$ cat src/rtl/cpu_program_loader_if.sv
// Host handshake and bootloader bus bundle for the program loader.
// The loader sits on the slave side; the host/top level sits on the master side.
interface cpu_program_loader_if #(
  parameter int DATA_WIDTH = 4,
  parameter int ADDR_WIDTH = 4
);
  logic                  prog_en_i;
  logic                  strobe_i;
  logic [DATA_WIDTH-1:0] data_i;
  logic                  ack_o;
  logic                  bl_programm_o;
  logic [DATA_WIDTH-1:0] bl_data_o;
  logic [ADDR_WIDTH-1:0] bl_address_o;
  logic                  bl_write_en_mem_o;
  logic [ADDR_WIDTH:0]   word_count_o;
  logic                  full_o;
  logic                  overflow_o;

  modport slave (
    input  prog_en_i, strobe_i, data_i,
    output ack_o, bl_programm_o, bl_data_o, bl_address_o, bl_write_en_mem_o,
           word_count_o, full_o, overflow_o
  );

  modport master (
    output prog_en_i, strobe_i, data_i,
    input  ack_o, bl_programm_o, bl_data_o, bl_address_o, bl_write_en_mem_o,
           word_count_o, full_o, overflow_o
  );
endinterface

$ cat src/rtl/cpu_program_loader.sv
// Pin-driven program loader: a host shifts words in over a 4-phase
// strobe/ack handshake; each word is written to the CPU bootloader port at
// an auto-incrementing address while the CPU is held in programming mode.
module cpu_program_loader #(
  parameter int DATA_WIDTH  = 4,
  parameter int ADDR_WIDTH  = 4,
  parameter int MEM_DEPTH   = 16,
  parameter int SYNC_STAGES = 2,
  parameter bit WRAP_EN     = 1'b0
) (
  input logic                 clk,
  input logic                 rst_n,
  cpu_program_loader_if.slave bus
);

  localparam logic [ADDR_WIDTH-1:0] LAST_ADDR = ADDR_WIDTH'(MEM_DEPTH - 1);
  localparam logic [ADDR_WIDTH:0]   DEPTH_CNT = (ADDR_WIDTH + 1)'(MEM_DEPTH);

  typedef enum logic [1:0] {S_IDLE, S_WAIT, S_WRITE, S_ACK} state_t;

  state_t                  state, state_nxt;
  logic [SYNC_STAGES-1:0]  pe_sync, stb_sync;
  logic                    pe_s, stb_s, stb_s_q, stb_rise;
  logic                    session_start, load_word, word_done, flag_ovf;
  logic [ADDR_WIDTH-1:0]   addr_q;
  logic [ADDR_WIDTH:0]     count_q;
  logic                    full_q, ovf_q;
  logic [DATA_WIDTH-1:0]   data_q;

  assign pe_s     = pe_sync[SYNC_STAGES-1];
  assign stb_s    = stb_sync[SYNC_STAGES-1];
  assign stb_rise = stb_s & ~stb_s_q;

  // Bring the asynchronous host pins into the clock domain and keep the
  // previous strobe level so only a fresh 0->1 edge starts a transfer.
  always_ff @(posedge clk or negedge rst_n) begin
    if (!rst_n) begin
      pe_sync  <= '0;
      stb_sync <= '0;
      stb_s_q  <= 1'b0;
    end else begin
      pe_sync  <= {pe_sync[SYNC_STAGES-2:0], bus.prog_en_i};
      stb_sync <= {stb_sync[SYNC_STAGES-2:0], bus.strobe_i};
      stb_s_q  <= stb_s;
    end
  end

  // FSM state register.
  always_ff @(posedge clk or negedge rst_n) begin
    if (!rst_n) state <= S_IDLE;
    else        state <= state_nxt;
  end

  // Next-state and datapath control decode.
  always_comb begin
    state_nxt     = state;
    session_start = 1'b0;
    load_word     = 1'b0;
    word_done     = 1'b0;
    flag_ovf      = 1'b0;
    case (state)
      S_IDLE: begin
        if (pe_s) begin
          session_start = 1'b1;
          state_nxt     = S_WAIT;
        end
      end
      S_WAIT: begin
        if (!pe_s) begin
          state_nxt = S_IDLE;
        end else if (stb_rise) begin
          if (full_q) begin
            // Memory exhausted: acknowledge so the host is not stalled, but record it.
            flag_ovf  = 1'b1;
            state_nxt = S_ACK;
          end else begin
            load_word = 1'b1;
            state_nxt = S_WRITE;
          end
        end
      end
      S_WRITE: begin
        // A falling prog_en never cuts a write short; it is honoured after ACK.
        word_done = 1'b1;
        state_nxt = S_ACK;
      end
      S_ACK: begin
        if (!stb_s) state_nxt = pe_s ? S_WAIT : S_IDLE;
      end
      default: state_nxt = S_IDLE;
    endcase
  end

  // Address, word counter, status flags and the captured word.
  always_ff @(posedge clk or negedge rst_n) begin
    if (!rst_n) begin
      addr_q  <= '0;
      count_q <= '0;
      full_q  <= 1'b0;
      ovf_q   <= 1'b0;
      data_q  <= '0;
    end else begin
      if (session_start) begin
        addr_q  <= '0;
        count_q <= '0;
        full_q  <= 1'b0;
        ovf_q   <= 1'b0;
      end
      if (load_word) data_q <= bus.data_i;
      if (flag_ovf && !WRAP_EN) ovf_q <= 1'b1;
      if (word_done) begin
        if (count_q != DEPTH_CNT) count_q <= count_q + 1'b1;
        if (addr_q == LAST_ADDR) begin
          if (WRAP_EN) addr_q <= '0;
          else         full_q <= 1'b1;
        end else begin
          addr_q <= addr_q + 1'b1;
        end
      end
    end
  end

  assign bus.bl_programm_o     = (state != S_IDLE);
  assign bus.bl_write_en_mem_o = (state == S_WRITE);
  assign bus.ack_o             = (state == S_ACK);
  assign bus.bl_data_o         = data_q;
  assign bus.bl_address_o      = addr_q;
  assign bus.word_count_o      = count_q;
  assign bus.full_o            = full_q;
  assign bus.overflow_o        = ovf_q;

endmodule

$ cat src/flat_wrapper.sv
// flat-port wrapper written by rule: the top's interface ports become plain ports
module cpu_program_loader_flat 
#(
  parameter int DATA_WIDTH  = 4,
  parameter int ADDR_WIDTH  = 4,
  parameter int MEM_DEPTH   = 16,
  parameter int SYNC_STAGES = 2,
  parameter bit WRAP_EN     = 1'b0
)
  (clk, rst_n, bus_prog_en_i, bus_strobe_i, bus_data_i, bus_ack_o, bus_bl_programm_o, bus_bl_data_o, bus_bl_address_o, bus_bl_write_en_mem_o, bus_word_count_o, bus_full_o, bus_overflow_o);
  cpu_program_loader_if #(.DATA_WIDTH(DATA_WIDTH), .ADDR_WIDTH(ADDR_WIDTH)) bus_i ();
  input logic clk;
  input logic rst_n;
  input wire logic [$bits(bus_i.prog_en_i)-1:0] bus_prog_en_i;
  input wire logic [$bits(bus_i.strobe_i)-1:0] bus_strobe_i;
  input wire logic [$bits(bus_i.data_i)-1:0] bus_data_i;
  output wire logic [$bits(bus_i.ack_o)-1:0] bus_ack_o;
  output wire logic [$bits(bus_i.bl_programm_o)-1:0] bus_bl_programm_o;
  output wire logic [$bits(bus_i.bl_data_o)-1:0] bus_bl_data_o;
  output wire logic [$bits(bus_i.bl_address_o)-1:0] bus_bl_address_o;
  output wire logic [$bits(bus_i.bl_write_en_mem_o)-1:0] bus_bl_write_en_mem_o;
  output wire logic [$bits(bus_i.word_count_o)-1:0] bus_word_count_o;
  output wire logic [$bits(bus_i.full_o)-1:0] bus_full_o;
  output wire logic [$bits(bus_i.overflow_o)-1:0] bus_overflow_o;
  assign bus_i.prog_en_i = bus_prog_en_i;
  assign bus_i.strobe_i = bus_strobe_i;
  assign bus_i.data_i = bus_data_i;
  assign bus_ack_o = bus_i.ack_o;
  assign bus_bl_programm_o = bus_i.bl_programm_o;
  assign bus_bl_data_o = bus_i.bl_data_o;
  assign bus_bl_address_o = bus_i.bl_address_o;
  assign bus_bl_write_en_mem_o = bus_i.bl_write_en_mem_o;
  assign bus_word_count_o = bus_i.word_count_o;
  assign bus_full_o = bus_i.full_o;
  assign bus_overflow_o = bus_i.overflow_o;
  cpu_program_loader #(.DATA_WIDTH(DATA_WIDTH), .ADDR_WIDTH(ADDR_WIDTH), .MEM_DEPTH(MEM_DEPTH), .SYNC_STAGES(SYNC_STAGES), .WRAP_EN(WRAP_EN)) u_core (.clk(clk), .rst_n(rst_n), .bus(bus_i));
endmodule
$ cat config.mk
export PLATFORM = sky130hd
export DESIGN_NAME = cpu_program_loader_flat
export DESIGN_NICKNAME = d
export VERILOG_FILES = /design/src/rtl/cpu_program_loader_if.sv /design/src/rtl/cpu_program_loader.sv /design/src/flat_wrapper.sv
export SDC_FILE = /design/constraint.sdc
export NUM_CORES = 1
export LEC_CHECK = 0
export CORE_AREA = 5 5 56 68
export CTS_BUF_LIST = sky130_fd_sc_hd__clkbuf_4 sky130_fd_sc_hd__clkbuf_8 sky130_fd_sc_hd__clkbuf_16
export DETAILED_ROUTE_END_ITERATION = 10
export DIE_AREA = 0 0 61 73
export DONT_BUFFER_PORTS = 1
export GPL_TIMING_DRIVEN = 0
export HOLD_SLACK_MARGIN = 0.12
export SETUP_SLACK_MARGIN = 0.3
export SYNTH_ARGS = -nofsm -noshare
export SYNTH_HDL_FRONTEND = slang
export SYNTH_SLANG_ARGS = --single-unit
$ cat constraint.sdc
create_clock -name clk -period 2.2 [get_ports clk]
set_input_delay 0.44 -clock clk [delete_from_list [all_inputs] [get_ports clk]]
set_output_delay 0.44 -clock clk [all_outputs]
set_load 0.01 [all_outputs]
==> results of run 1 <==
worst max-delay path by stage:
stage / start / cells after the start / to / slack [ns]
2_1_floorplan: register / 3 / u_core.bus.bl_data_o[0]$_DFFE_PN0P_ / 0.90
3_3_place_gp: u_core.state[0]$_DFFE_PN0P_ / 4 / u_core.bus.word_count_o[2]$_DFF_PN0_ / 0.73
3_5_place_dp: register / 3 / u_core.bus.word_count_o[2]$_DFF_PN0_ / 0.65
4_1_cts: u_core.state[0]$_DFFE_PN0P_ / 4 / bus_bl_write_en_mem_o / 0.61
5_1_grt: register / 3 / u_core.bus.word_count_o[2]$_DFF_PN0_ / 0.51
6_report: u_core.state[0]$_DFFE_PN0P_ / 4 / bus_bl_write_en_mem_o / 0.63
cell usage in the layout (no fill, tap or decap), types with 2 or more instances in the layout:
cell / n
nor3_1: 2
nand3_1: 2
clkbuf_8: 3
a21oi_1: 4
mux2i_1: 4
a211oi_1: 2
mux2_4: 4
ha_1: 3
a31oi_1: 3
inv_1: 6
buf_6: 2
nor2_1: 2
nand2_1: 7
nand4_1: 2
dfrtp_1: 22
through the flow:
stage	util	instances
6_report	0.359	124
4_1_cts	0.359	124
3_3_place_gp	0.333	119
5_1_grt	0.359	124
3_5_place_dp	0.333	119
2_1_floorplan	-	82
worst max-delay path, cell delays in order, from the launching register on:
cell	delay (ns)
dfrtp_1	0.38
buf_6	0.14
nand2b_4	0.15
inv_2	0.07
buf_6	0.14
flip-flops by register name, summed over array words and instances (netlist names), named ones only:
name / count
u_core.stb_sync: 2
u_core.bus.overflow_o: 1
u_core.state: 1
u_core.bus.word_count_o: 5
u_core.pe_sync: 2
u_core.bus.bl_data_o: 4
u_core.stb_s_q: 1
u_core.bus.bl_address_o: 4
u_core.bus.full_o: 1
cell families (layout without fill, tap and decap cells):
family,after synthesis,in the layout
mux,8,8
fa+ha+maj,3,3
buf+inv,10,15
compound gates,14,14
simple gates,25,25
flops,22,22
layer usage:
layer  share of wire  vias up  track usage  routed length [um]
met5               0        -            0                   0
met4           0.017        0       0.0651                  34
met3           0.092        2       0.0319                 184
met2            0.53       25        0.175                1060
met1            0.36      328        0.106                 728
li1                -      301            -                   -
power by group:
part	total, mW	leakage [nW]	internal [mW]	switching, mW
logic	0.278	0.240	0.148	0.130
registers	0.642	0.279	0.496	0.146
clock network	0.371	0.0357	0.243	0.128
what timing repair did:
item / in CTS / in global routing
hold buffers: 1 / 0
buffers inserted: 0 / 0
hold endpoints to repair: 22 / 0
cell usage after synthesis (all sizes together):
master | number | area [um^2]
and2 | 1 | 7.51
and4bb | 1 | 16.3
a211oi | 2 | 15.0
a41oi | 1 | 8.76
nand4bb | 1 | 11.3
nor2 | 2 | 7.51
nand2 | 7 | 26.3
nand3 | 2 | 10.0
and4b | 1 | 10.0
a31oi | 3 | 18.8
ha | 3 | 37.5
nand4 | 2 | 12.5
nand2b | 1 | 13.8
and3 | 1 | 6.26
nor3b | 1 | 7.51
dfrtp | 22 | 551
or2 | 1 | 6.26
buf | 3 | 27.5
a31o | 2 | 17.5
a21oi | 4 | 20.0
or3b | 1 | 8.76
nand3b | 1 | 20.0
inv | 7 | 26.3
o31ai | 1 | 7.51
mux2 | 4 | 60.1
mux2i | 4 | 40.0
o21ai | 1 | 5.00
nor3 | 2 | 10.0
cell type report:
| class | count | share of cell area |
|---|---|---|
| Sequential cell | 22 | 0.485 |
| Multi-Input combinational cell | 50 | 0.356 |
| Tap cell | 37 | 0.0407 |
| Clock buffer | 3 | 0.0363 |
| Clock inverter | 1 | 0.0264 |
| Buffer | 3 | 0.0242 |
| Inverter | 7 | 0.0231 |
| Timing Repair Buffer | 1 | 0.00881 |
==> impl_metrics.toml, run 1 <==
[die]
die_area_mm2 = 0.00445
start_util = 0.319
die_x_um = 61
rows = 23
die_h_um = 73
io_pins = 26
core_area_mm2 = 0.00317

[worst_setup_path]
worst_ep_required_time_ns = 1.76
reg2reg_to = "u_core.bus.word_count_o[2]$_DFF_PN0_"
rrSetupSlack_ns = 0.68
crit_path_start_kind = "register"
worstRegToRegCells = 3
arrival_ns = 1.13
end_kind = "output port"
cp_max_fo = 10
critPathKind = "register to output port"

[synth]
synthSimpleGateAreaFrac = 0.172
synth_compound_area_frac = 0.0918
synth_area_mm2 = 0.00101
synth_mux_area_frac = 0.0993
synthAdderAreaFrac = 0.0372
synth.ff_latch_count = 22
synth_xor_area_frac = 0
synth.yosys.seq_area_share = 0.546
syn-num-nets = 93
synth_cell_types = 31
synth_top_family_by_area = "simple AND/OR/NAND/NOR gates"
synth-warning-count = 0
syn_area_per_cell_um2 = 12.3
synthCells = 82

[clocking]
cts_max_level = 1
insertion_delay_ns = 0.26
numCtsBuffers = 3
cts_tree = "done"
clock_path_buffers = 2
ctsResizeCount = 0
cts_root_buf = "clkbuf_8"
cts_sinks = 22
clk_pin_slew_ns = 0.08

[grt]
track_usage = 0.103
grt_pass1_wl_mm = 3.34
antenna_found_initial = 0
grt_max_degree = 23
grt_pass1_vias = 699
grt_overflow = 0

[layout]
ff_latch_area_um2 = 551
finalInstanceArea_mm2 = 0.00114
multi_input_area_um2 = 404
area_growth_pct = 12.7
nets = 99
drive_gt1_frac = 0.207
fillCellCount = 322
n_antenna_cell = 0

[sta]
period_minus_slack_ns = 1.57
worstMarginPinSlew_ns = 1.01
setup_viol = 0
holdWs_ns = 0.200
maxSlewViolCount = 0
post-route-period-util = 0.715
rsz0062_at_grt = "no"
timing.fmax_ghz = 0.636
finalHoldViolCount = 0
finalSetupTns_ns = 0
skew_ns = 0.00509
maxSlewHeadroom = 0.326
layout_setup_ws_ns = 0.627

[placed_design]
port_buffers = 0
place_ws_ns = 0.648
hpwl_mm = 1.50
placed_cell_area_mm2 = 0.00105
gp_congestion = 0.633

[detailed_routing]
first_iter_violations = 27
ant_nets = 0
wire_per_inst_um = 16.2
dr_total_vias = 656
drt_wl_total_mm = 2.01
route.detailed.drc = 0
drtPass1Iterations = 4
vias_per_cell = 5.29

[pwr]
powerDensity_mw_per_mm2 = 1140
power_mw = 1.29
peakVddDrop_v = 0.000491
p_leak_nw = 0.554

[run_status]
outcome = "finished clean"

[flow_run]
drv_cap = 0

[hold_path]
min_from = "bus_prog_en_i"
holdCritPathClass = "primary input to register"
hold_end = "u_core.pe_sync[0]$_DFF_PN0_"
hold_depth = 0
(Power assumes the default switching activity.)
==> run 2, diff against run 1 <==
Clock period 2.2 ns to 1.6 ns, I/O delays scaled along.
==> impl_metrics.toml, run 2 (synthesis results as in run 1) <==
[worst_setup_path]
cp_max_fo = 5
crit_path_start_kind = "register"
critPathKind = "register to output port"
arrival_ns = 1.08
worst_ep_required_time_ns = 1.28
reg2reg_to = "u_core.bus.word_count_o[2]$_DFF_PN0_"
worstRegToRegCells = 5
end_kind = "output port"
rrSetupSlack_ns = 0.20

[die]
io_pins = 26
core_area_mm2 = 0.00317
die_area_mm2 = 0.00445
die_h_um = 73
die_x_um = 61
start_util = 0.319
rows = 23

[hold_path]
min_from = "bus_data_i[3]"
hold_end = "u_core.bus.bl_data_o[3]$_DFFE_PN0P_"
hold_depth = 1
holdCritPathClass = "primary input to register"

[detailed_routing]
vias_per_cell = 5.12
ant_nets = 0
drtPass1Iterations = 4
first_iter_violations = 14
drt_wl_total_mm = 2.28
wire_per_inst_um = 16.8
route.detailed.drc = 0
dr_total_vias = 696

[sta]
finalHoldViolCount = 0
timing.fmax_ghz = 0.716
setup_viol = 0
maxSlewHeadroom = 0.339
maxSlewViolCount = 0
post-route-period-util = 0.872
worstMarginPinSlew_ns = 0.991
skew_ns = 0.00531
period_minus_slack_ns = 1.40
rsz0062_at_grt = "yes"
finalSetupTns_ns = 0

[clocking]
numCtsBuffers = 3
cts_tree = "done"
cts_root_buf = "clkbuf_8"
clk_pin_slew_ns = 0.08
cts_sinks = 22
insertion_delay_ns = 0.26
cts_max_level = 1
clock_path_buffers = 2

[placed_design]
hpwl_mm = 1.50
port_buffers = 0
gp_congestion = 0.633
placed_cell_area_mm2 = 0.00105

[pwr]
p_int_mw = 1.36
p_leak_nw = 0.626
clockPowerShare = 0.256
seqPwrFrac = 0.451
p_comb_frac = 0.293
p_sw_frac = 0.318
powerDensity_mw_per_mm2 = 1520
peakVddDrop_v = 0.000803
power.switching_mw = 0.636

[grt]
grt_overflow = 0
grt_pass1_vias = 764
track_usage = 0.109
antenna_found_initial = 0
grt_pass1_wl_mm = 3.55
grt_max_degree = 23

[layout]
drive_gt1_frac = 0.394
n_antenna_cell = 0
finalInstanceArea_mm2 = 0.00132
nets = 111
multi_input_area_um2 = 457
final_cell_mix = "17 x dfrtp_1, 8 x buf_4, 7 x nand2_1, 6 x inv_1, 5 x dfrtp_2"
mostFrequentLayoutCell = "dfrtp_1"
largest_register_ffs = 5
fillCellCount = 305
area_growth_pct = 30.6
ff_latch_area_um2 = 557

[flow_run]
drv_cap = 0

[run_status]
outcome = "finished clean"
[run 2: cell types whose count changed in the layout (fill, tap and decap cells not counted), sizes merged]
cell	before	now
buf	3	13
dlygate4sd3	1	2
dlymetal6s4s	0	1
[run 2: worst max path at each step]
| stage | start | end | cells after the start |
|---|---|---|---|
| floorplan | register | u_core.bus.bl_data_o[0]$_DFFE_PN0P_ | 3 |
| finish | u_core.state[0]$_DFFE_PN0P_ | bus_bl_write_en_mem_o | 4 |
| CTS | u_core.state[0]$_DFFE_PN0P_ | bus_bl_write_en_mem_o | 4 |
| global route | register | u_core.bus.word_count_o[2]$_DFF_PN0_ | 5 |
| global placement | u_core.state[0]$_DFFE_PN0P_ | u_core.bus.word_count_o[2]$_DFF_PN0_ | 4 |
| detailed placement | register | u_core.bus.word_count_o[2]$_DFF_PN0_ | 3 |
[run 2: layer usage]
metal	wire [um]	vias to the layer above	GRT usage
met1	814	345	0.108
met4	36	0	0.0651
met2	1250	21	0.193
li1	-	328	-
met3	181	2	0.0319
met5	0	-	0
[run 2: final cells by class]
| cell class | count | area share |
|---|---|---|
| sequential | 22 | 0.423 |
| multi-input combinational | 50 | 0.347 |
| timing repair buffer | 13 | 0.0940 |
| tap | 37 | 0.0351 |
| clock buffer | 3 | 0.0313 |
| buffer | 3 | 0.0256 |
| clock inverter | 1 | 0.0228 |
| inverter | 7 | 0.0218 |
[run 2: timing repair]
item	in CTS	in global routing
endpoints found under the setup margin	18	39
hold endpoints to repair	24	0
hold buffers	3	0
cloned	1	0
pin swaps	1	2
buffers inserted	5	4
resized for setup	11	9
[run 2: worst max-delay path: stages (launching register included)]
cell,delay [ns]
dfrtp_1,0.38
buf_6,0.12
nand2b_4,0.15
inv_4,0.05
buf_6,0.11
[run 2: power groups by stage]
stage,sequential (mW),combinational (mW),clock (mW)
after floorplan,0.851,0.318,0
after global placement,0.888,0.355,0
after detailed placement,0.897,0.374,0
after CTS,0.898,0.489,0.525
after global routing,0.926,0.652,0.542
final,0.903,0.586,0.512
[run 2: metrics by stage]
stage	setup slack [ns]	power, mW	std cells	util	hold slack [ns]
after floorplan	0.301	1.17	82	-	0.0244
after global routing	0.150	2.12	136	0.416	0.191
final	0.204	2.00	136	0.416	0.202
after detailed placement	0.0481	1.27	119	0.333	0.0252
after global placement	0.126	1.24	119	0.333	0.0251
after CTS	0.194	1.91	132	0.392	0.194
